===== src/rtl/s7_display_ctrl.sv =====
// Multiplexed N-digit 7-segment controller: scan, hex decode, frame-synchronous
// data commit, PWM brightness, blink, leading-zero blanking and output polarity.
module s7_display_ctrl #(
  parameter int DIS_NUM     = 4,
  parameter int MLT_CNT     = 10,
  parameter int BRIGHT_W    = 3,
  parameter int BLINK_CNT   = 5000000,
  parameter int HEX_EN      = 1,
  parameter int SEG_ACT_LOW = 0,
  parameter int SEL_ACT_LOW = 0
) (
  input  logic                  clk_i,
  input  logic                  i_rst_n,
  input  logic [DIS_NUM*4-1:0]  i_bcd_data,
  input  logic [DIS_NUM-1:0]    i_dp,
  input  logic                  i_load,
  input  logic [DIS_NUM-1:0]    i_blink,
  input  logic                  i_lzb,
  input  logic [BRIGHT_W-1:0]   i_bright,
  input  logic                  i_en,
  output logic [6:0]            o_segments,
  output logic                  o_dp,
  output logic [DIS_NUM-1:0]    o_segments_sel,
  output logic                  o_busy
);

  localparam int PRESC_W = $clog2(MLT_CNT);
  localparam int IDX_W   = (DIS_NUM > 1) ? $clog2(DIS_NUM) : 1;
  localparam int BLINK_W = $clog2(BLINK_CNT);
  localparam logic [PRESC_W-1:0] PRESC_MAX = PRESC_W'(MLT_CNT - 1);
  localparam logic [IDX_W-1:0]   IDX_MAX   = IDX_W'(DIS_NUM - 1);
  localparam logic [BLINK_W-1:0] BLINK_MAX = BLINK_W'(BLINK_CNT - 1);
  localparam logic SEG_OFF = (SEG_ACT_LOW != 0);
  localparam logic SEL_OFF = (SEL_ACT_LOW != 0);

  logic [PRESC_W-1:0]   presc_q, presc_d;
  logic [IDX_W-1:0]     idx_q, idx_d;
  logic [BRIGHT_W-1:0]  pwm_q, pwm_d;
  logic [BLINK_W-1:0]   blink_cnt_q, blink_cnt_d;
  logic                 blink_on_q, blink_on_d;
  logic [DIS_NUM*4-1:0] pend_data_q, pend_data_d, disp_data_q, disp_data_d;
  logic [DIS_NUM-1:0]   pend_dp_q, pend_dp_d, disp_dp_q, disp_dp_d;
  logic                 busy_q, busy_d;
  logic [6:0]           seg_q, seg_d;
  logic                 dp_q, dp_d;
  logic [DIS_NUM-1:0]   sel_q, sel_d;

  logic                 presc_wrap, frame_end, sel_on, blink_hide;
  logic [3:0]           cur_code;
  logic [6:0]           seg_raw;
  logic                 dp_raw;
  logic [DIS_NUM-1:0]   sel_raw;
  logic [DIS_NUM:1]     zero_hi;
  logic [DIS_NUM-1:0]   blank;

  function automatic logic [6:0] decode(input logic [3:0] code);
    case (code)
      4'h0: decode = 7'h3F;
      4'h1: decode = 7'h06;
      4'h2: decode = 7'h5B;
      4'h3: decode = 7'h4F;
      4'h4: decode = 7'h66;
      4'h5: decode = 7'h6D;
      4'h6: decode = 7'h7D;
      4'h7: decode = 7'h07;
      4'h8: decode = 7'h7F;
      4'h9: decode = 7'h6F;
      4'hA: decode = (HEX_EN != 0) ? 7'h77 : 7'h00;
      4'hB: decode = (HEX_EN != 0) ? 7'h7C : 7'h00;
      4'hC: decode = (HEX_EN != 0) ? 7'h39 : 7'h00;
      4'hD: decode = (HEX_EN != 0) ? 7'h5E : 7'h00;
      4'hE: decode = (HEX_EN != 0) ? 7'h79 : 7'h00;
      default: decode = (HEX_EN != 0) ? 7'h71 : 7'h00;
    endcase
  endfunction

  // zero_hi[k]: digit k and every digit above it are zero.
  assign zero_hi[DIS_NUM] = 1'b1;
  assign blank[0]         = 1'b0;
  generate
    for (genvar gi = 1; gi < DIS_NUM; gi++) begin : g_lzb
      assign zero_hi[gi] = zero_hi[gi+1] && (disp_data_q[4*gi +: 4] == 4'h0);
      assign blank[gi]   = i_lzb && zero_hi[gi];
    end
  endgenerate

  always_comb begin
    presc_wrap  = (presc_q == PRESC_MAX);
    frame_end   = presc_wrap && (idx_q == IDX_MAX);
    presc_d     = presc_wrap ? '0 : presc_q + 1'b1;
    idx_d       = idx_q;
    if (presc_wrap) idx_d = (idx_q == IDX_MAX) ? '0 : idx_q + 1'b1;
    pwm_d       = pwm_q + 1'b1;
    blink_cnt_d = (blink_cnt_q == BLINK_MAX) ? '0 : blink_cnt_q + 1'b1;
    blink_on_d  = (blink_cnt_q == BLINK_MAX) ? ~blink_on_q : blink_on_q;

    // A load in the boundary cycle wins over the commit and defers it a frame.
    pend_data_d = pend_data_q;
    pend_dp_d   = pend_dp_q;
    disp_data_d = disp_data_q;
    disp_dp_d   = disp_dp_q;
    busy_d      = busy_q;
    if (i_load) begin
      pend_data_d = i_bcd_data;
      pend_dp_d   = i_dp;
      busy_d      = 1'b1;
    end else if (frame_end && busy_q) begin
      disp_data_d = pend_data_q;
      disp_dp_d   = pend_dp_q;
      busy_d      = 1'b0;
    end

    cur_code   = disp_data_q[4*idx_q +: 4];
    sel_on     = i_en && (pwm_q <= i_bright);
    blink_hide = !blink_on_q && i_blink[idx_q];
    seg_raw    = (sel_on && !blink_hide && !blank[idx_q]) ? decode(cur_code) : 7'h00;
    dp_raw     = sel_on && !blink_hide && disp_dp_q[idx_q];
    sel_raw    = sel_on ? (DIS_NUM'(1) << idx_q) : '0;

    seg_d = SEG_OFF ? ~seg_raw : seg_raw;
    dp_d  = SEG_OFF ? ~dp_raw  : dp_raw;
    sel_d = SEL_OFF ? ~sel_raw : sel_raw;
  end

  always_ff @(posedge clk_i or negedge i_rst_n) begin
    if (!i_rst_n) begin
      presc_q     <= '0;
      idx_q       <= '0;
      pwm_q       <= '0;
      blink_cnt_q <= '0;
      blink_on_q  <= 1'b1;
      pend_data_q <= '0;
      pend_dp_q   <= '0;
      disp_data_q <= '0;
      disp_dp_q   <= '0;
      busy_q      <= 1'b0;
      seg_q       <= {7{SEG_OFF}};
      dp_q        <= SEG_OFF;
      sel_q       <= {DIS_NUM{SEL_OFF}};
    end else begin
      presc_q     <= presc_d;
      idx_q       <= idx_d;
      pwm_q       <= pwm_d;
      blink_cnt_q <= blink_cnt_d;
      blink_on_q  <= blink_on_d;
      pend_data_q <= pend_data_d;
      pend_dp_q   <= pend_dp_d;
      disp_data_q <= disp_data_d;
      disp_dp_q   <= disp_dp_d;
      busy_q      <= busy_d;
      seg_q       <= seg_d;
      dp_q        <= dp_d;
      sel_q       <= sel_d;
    end
  end

  assign o_segments     = seg_q;
  assign o_dp           = dp_q;
  assign o_segments_sel = sel_q;
  assign o_busy         = busy_q;

endmodule

===== config.mk =====
export PLATFORM = sky130hd
export DESIGN_NAME = s7_display_ctrl
export DESIGN_NICKNAME = d
export VERILOG_FILES = /design/src/rtl/s7_display_ctrl.sv
export SDC_FILE = /design/constraint.sdc
export NUM_CORES = 1
export LEC_CHECK = 0
export BUFFER_PORTS_ARGS = -buffer_cell sky130_fd_sc_hd__buf_4
export CAP_MARGIN = 20
export CORE_ASPECT_RATIO = 0.8
export CORE_MARGIN = 1.5
export CORE_UTILIZATION = 45
export CTS_BUF_LIST = sky130_fd_sc_hd__clkbuf_4 sky130_fd_sc_hd__clkbuf_8
export DETAILED_ROUTE_END_ITERATION = 7
export PLACE_DENSITY = 0.61
export SETUP_SLACK_MARGIN = 0.15
export SYNTH_ARGS = -nofsm -noshare
export SYNTH_HDL_FRONTEND = slang
export SYNTH_SLANG_ARGS = --single-unit

===== constraint.sdc =====
create_clock -name clk_i -period 2.8 [get_ports clk_i]
set_input_delay 0 -clock clk_i [delete_from_list [all_inputs] [get_ports clk_i]]
set_output_delay 0 -clock clk_i [all_outputs]
set_load 0.03 [all_outputs]

==> impl_metrics.csv <==
group,metric,value,unit
timing,final_max_slew_viol_count,0,
worst_hold_path,hold_path_class,"in2reg",
finish,nFillCells,735,
grt,grt_pass1_wl,12.9,mm
synthesis,synth-seq-cells,86,
route,num_vias,2632,
power,p_sw_frac,0.263,
worst_setup_path,endpoint_kind,"flop",
synthesis,ys_seq_area_frac,0.535,
power,power_switching,637,uW
timing,worst_pin_slew,0.669,ns
worst_setup_path,worstSetupPathType,"reg2reg",
run,maxCapViolCount,0,
route,routed_wl,7.61,mm
floorplan,core,8600,um^2
grt,grt_usage,0.179,
timing,finalHoldViolCount,0,
finish,area_growth_syn_to_layout,21.5,%
synthesis,netlist.area_leader.share,0.529,
timing,tns,0,ns
timing,skew,0.0107,ns
worst_setup_path,crit_slowest_cell,"mux4_1",
finish,layout.nets,438,
clock_network,cts_tree,"built",
route,drtAntennaViolNets,0,
worst_setup_path,cp-start-kind,"flop",
timing,finalSetupViolations,0,
worst_setup_path,cpPeakStageDelay,0.73,ns
route,post_drt_wl_per_cell,15.0,um
worst_hold_path,holdPathStages,2,
worst_setup_path,critical_path.most_common_cell,"inv_1",
clock_network,cts_sinks,86,
clock_network,clkTransAtPathRegs,0.10,ns
worst_hold_path,worst_hold_startpoint,"i_load",
worst_setup_path,rrSetupSlack,0.54,ns
power,vdd_ir_drop_max,375,uV
floorplan,fp.dieH,87.6,um
worst_setup_path,reg2reg_from,"idx_q[0]",
run_status,outcome,"complete, no violations",
route,drt_first_iter_violations,85,
clock_network,post_cts_buffers,0,
placement,dp.cells,469,
power,clkPwrFrac,0.344,
floorplan,num_rows,30,
synthesis,synthFlopType,"dfrtp_1",
placement,gp_congestion,0.790,
synthesis,async_flop_share,1.00,
grt,grt_pass1_vias,2624,
floorplan,die_w,109,um
power,pwr-share-comb,0.104,
route,firstDrtPassIters,4,
grt,grt_max_degree,87,
route,viasPerCell,5.18,
grt,overflow,0,
finish,antenna-diode-count,0,
synthesis,synth_area,4020,um^2
worst_hold_path,min_to,"o_busy",
timing,min_period_over_period,0.807,
timing,fmax,0.443,GHz
synthesis,synth-edff-count,0,
power,fin_total_pwr,2420,uW
route,drcViolationCount,0,
power,p_per_area,495,nW/um^2
placement,dp.final_hpwl,5.27,mm
clock_network,cts_buffers,9,
power,power_frac_seq,0.552,
synthesis,yosysTopAreaCell,"dfrtp_1",
synthesis,syn_inst,319,
worst_setup_path,path_delay_family,"multiplexers",
floorplan,dieArea,9520,um^2
timing,slew_headroom,0.554,
synthesis,yosysUniqueCellTypes,48,
clock_network,ctsResizeCount,0,
floorplan,initial_core_util,0.468,
synthesis,avgSynthCellArea,12.6,um^2
worst_setup_path,cp.required,3.04,ns
worst_setup_path,crit_fanout,7,
clock_network,hold_buffers,22,
worst_setup_path,r2r_end,"o_segments[2]",
clock_network,insertion_delay,0.35,ns
placement,port_buffers,44,
power,p_leak,0.00225,uW
timing,post-route-min-period,2.26,ns
synthesis,synth_area_leaders,"dfrtp_1 (53%), mux2_2 (10%), ha_1 (4.7%), xnor2_1 (2.6%), mux4_2 (2.2%)",
floorplan,io_pins,45,
worst_setup_path,worstPathArrival,2.50,ns
finish,drive_gt1_frac,0.293,
worst_setup_path,worstPathCellList,"mux4_1, inv_1, ha_1, inv_1, and3_1, a2111oi_2",
finish,multi_input_area,1750,um^2
worst_setup_path,path_buf_inv,2,
finish,fin_cells,508,
clock_network,root_buffer,"clkbuf_8",
clock_network,clk_path_buf_depth,2,
grt,antenna_found_initial,0,
synthesis,yosysWarnings,0,
timing,rsz0062_at_grt,"false",
power,p_int,1780,uW
clock_network,htreeDepth,3,
synthesis,syn_nets,366,
worst_setup_path,reg2reg_depth,6,
finish,seq_area,2150,um^2
## final cells by class
cell class / count / area share
clock inverter: 7 / 0.0128
multi-input combinational: 207 / 0.358
timing repair buffer: 70 / 0.121
inverter: 17 / 0.0131
clock buffer: 9 / 0.0253
sequential: 86 / 0.441
tap: 112 / 0.0287
## per-stage QoR
step	util	instance area (um^2)	setup WS, ns	hold WS, ns
after global placement	0.519	4460	0.620	0.233
final	0.569	4890	0.542	0.0770
after CTS	0.566	4870	0.538	0.0676
after floorplan	-	4020	0.716	-0.296
after global routing	0.569	4890	0.355	0.0641
after detailed placement	0.519	4460	0.560	0.238
## metal layers
metal | routed length [um] | track usage | up-vias
li1 | - | - | 1305
met1 | 3980 | 0.267 | 1259
met2 | 3250 | 0.259 | 60
met3 | 299 | 0.0409 | 8
met4 | 91 | 0.0586 | 0
met5 | 0 | 0 | -
## worst reg2reg max path, stage by stage, from the launching register on
cell,delay (ns)
dfrtp_1,0.51
mux4_1,0.73
inv_1,0.16
ha_1,0.22
inv_1,0.07
and3_1,0.15
a2111oi_2,0.31
## layout by cell type (no fill, tap or decap), types with 2 or more instances in the layout
cell type      instances
dfrtp_1               85
buf_4                 47
mux2_2                37
dlygate4sd3_1         22
inv_1                 16
nand2_1               15
ha_1                  15
xnor2_1               12
nand3_1               10
nor2_1                10
a21oi_1                9
clkbuf_8               9
and3_1                 8
nor4_1                 8
nor3_1                 8
o21ai_0                7
xor2_1                 7
nand2b_1               6
nand4_1                6
mux4_2                 4
inv_6                  4
mux4_1                 3
nor2b_1                3
a21o_1                 3
mux2i_1                3
o31ai_1                3
or4_1                  3
nor4bb_1               3
mux2_1                 3
or2_2                  2
o22ai_1                2
nand4_2                2
and4_1                 2
inv_8                  2
## Yosys cell counts, types with 2 or more instances
cell type,number
nand3_1,10
buf_2,4
a21o_1,3
o21ai_0,7
nand2_1,15
o31ai_1,3
nand4_1,6
o22ai_1,2
or2_2,2
xor2_1,7
mux4_2,4
dfrtp_1,85
inv_1,16
and4_1,2
mux2_1,3
mux4_1,3
buf_1,2
a21oi_1,9
xnor2_1,12
buf_6,2
or4_1,3
nor2b_1,3
nor2_1,10
nand2b_1,6
mux2_2,37
and3_1,8
nor4_1,8
nor4bb_1,3
ha_1,15
nor3_1,8
mux2i_1,3
nand4_2,2
## power by group through the flow
| stage | logic [uW] | clock network, uW | registers, uW |
|---|---|---|---|
| global route | 277 | 911 | 1340 |
| finish | 251 | 832 | 1340 |
| floorplan | 120 | 0 | 1360 |
| detailed placement | 226 | 0 | 1360 |
| global placement | 222 | 0 | 1360 |
| CTS | 251 | 862 | 1340 |
## cells by family after synthesis
group | count (synthesis) | share of synthesized area
adders and majority gates | 15 | 0.0467
AOI/OAI and AO/OA | 29 | 0.0467
muxes | 50 | 0.161
buffers and inverters | 26 | 0.0292
xor gates and xnor gates | 19 | 0.0414
DFF | 86 | 0.535
and+or+nand+nor | 94 | 0.139
## flip-flops by register name, indices dropped and copies added (netlist names)
name	cells
disp_dp_q	4
idx_q	2
o_busy	1
o_segments_sel	4
pwm_q	3
blink_cnt_q	23
o_dp	1
o_segments	7
pend_data_q	16
blink_on_q	1
pend_dp_q	4
disp_data_q	16
presc_q	4
## how the worst max path moves through the flow
| stage | from | endpoint | slack, ns | depth (start not counted) |
|---|---|---|---|---|
| after floorplan | idx_q[0] | o_segments[2] | 0.72 | 7 |
| after global placement | idx_q[0] | o_segments[2] | 0.62 | 6 |
| after detailed placement | idx_q[0] | o_segments[2] | 0.56 | 6 |
| after CTS | idx_q[0] | o_segments[2] | 0.54 | 6 |
| after global routing | idx_q[0] | o_segments[2] | 0.36 | 6 |
| final | idx_q[0] | o_segments[2] | 0.54 | 6 |
Power figures use the tool's default switching activity.
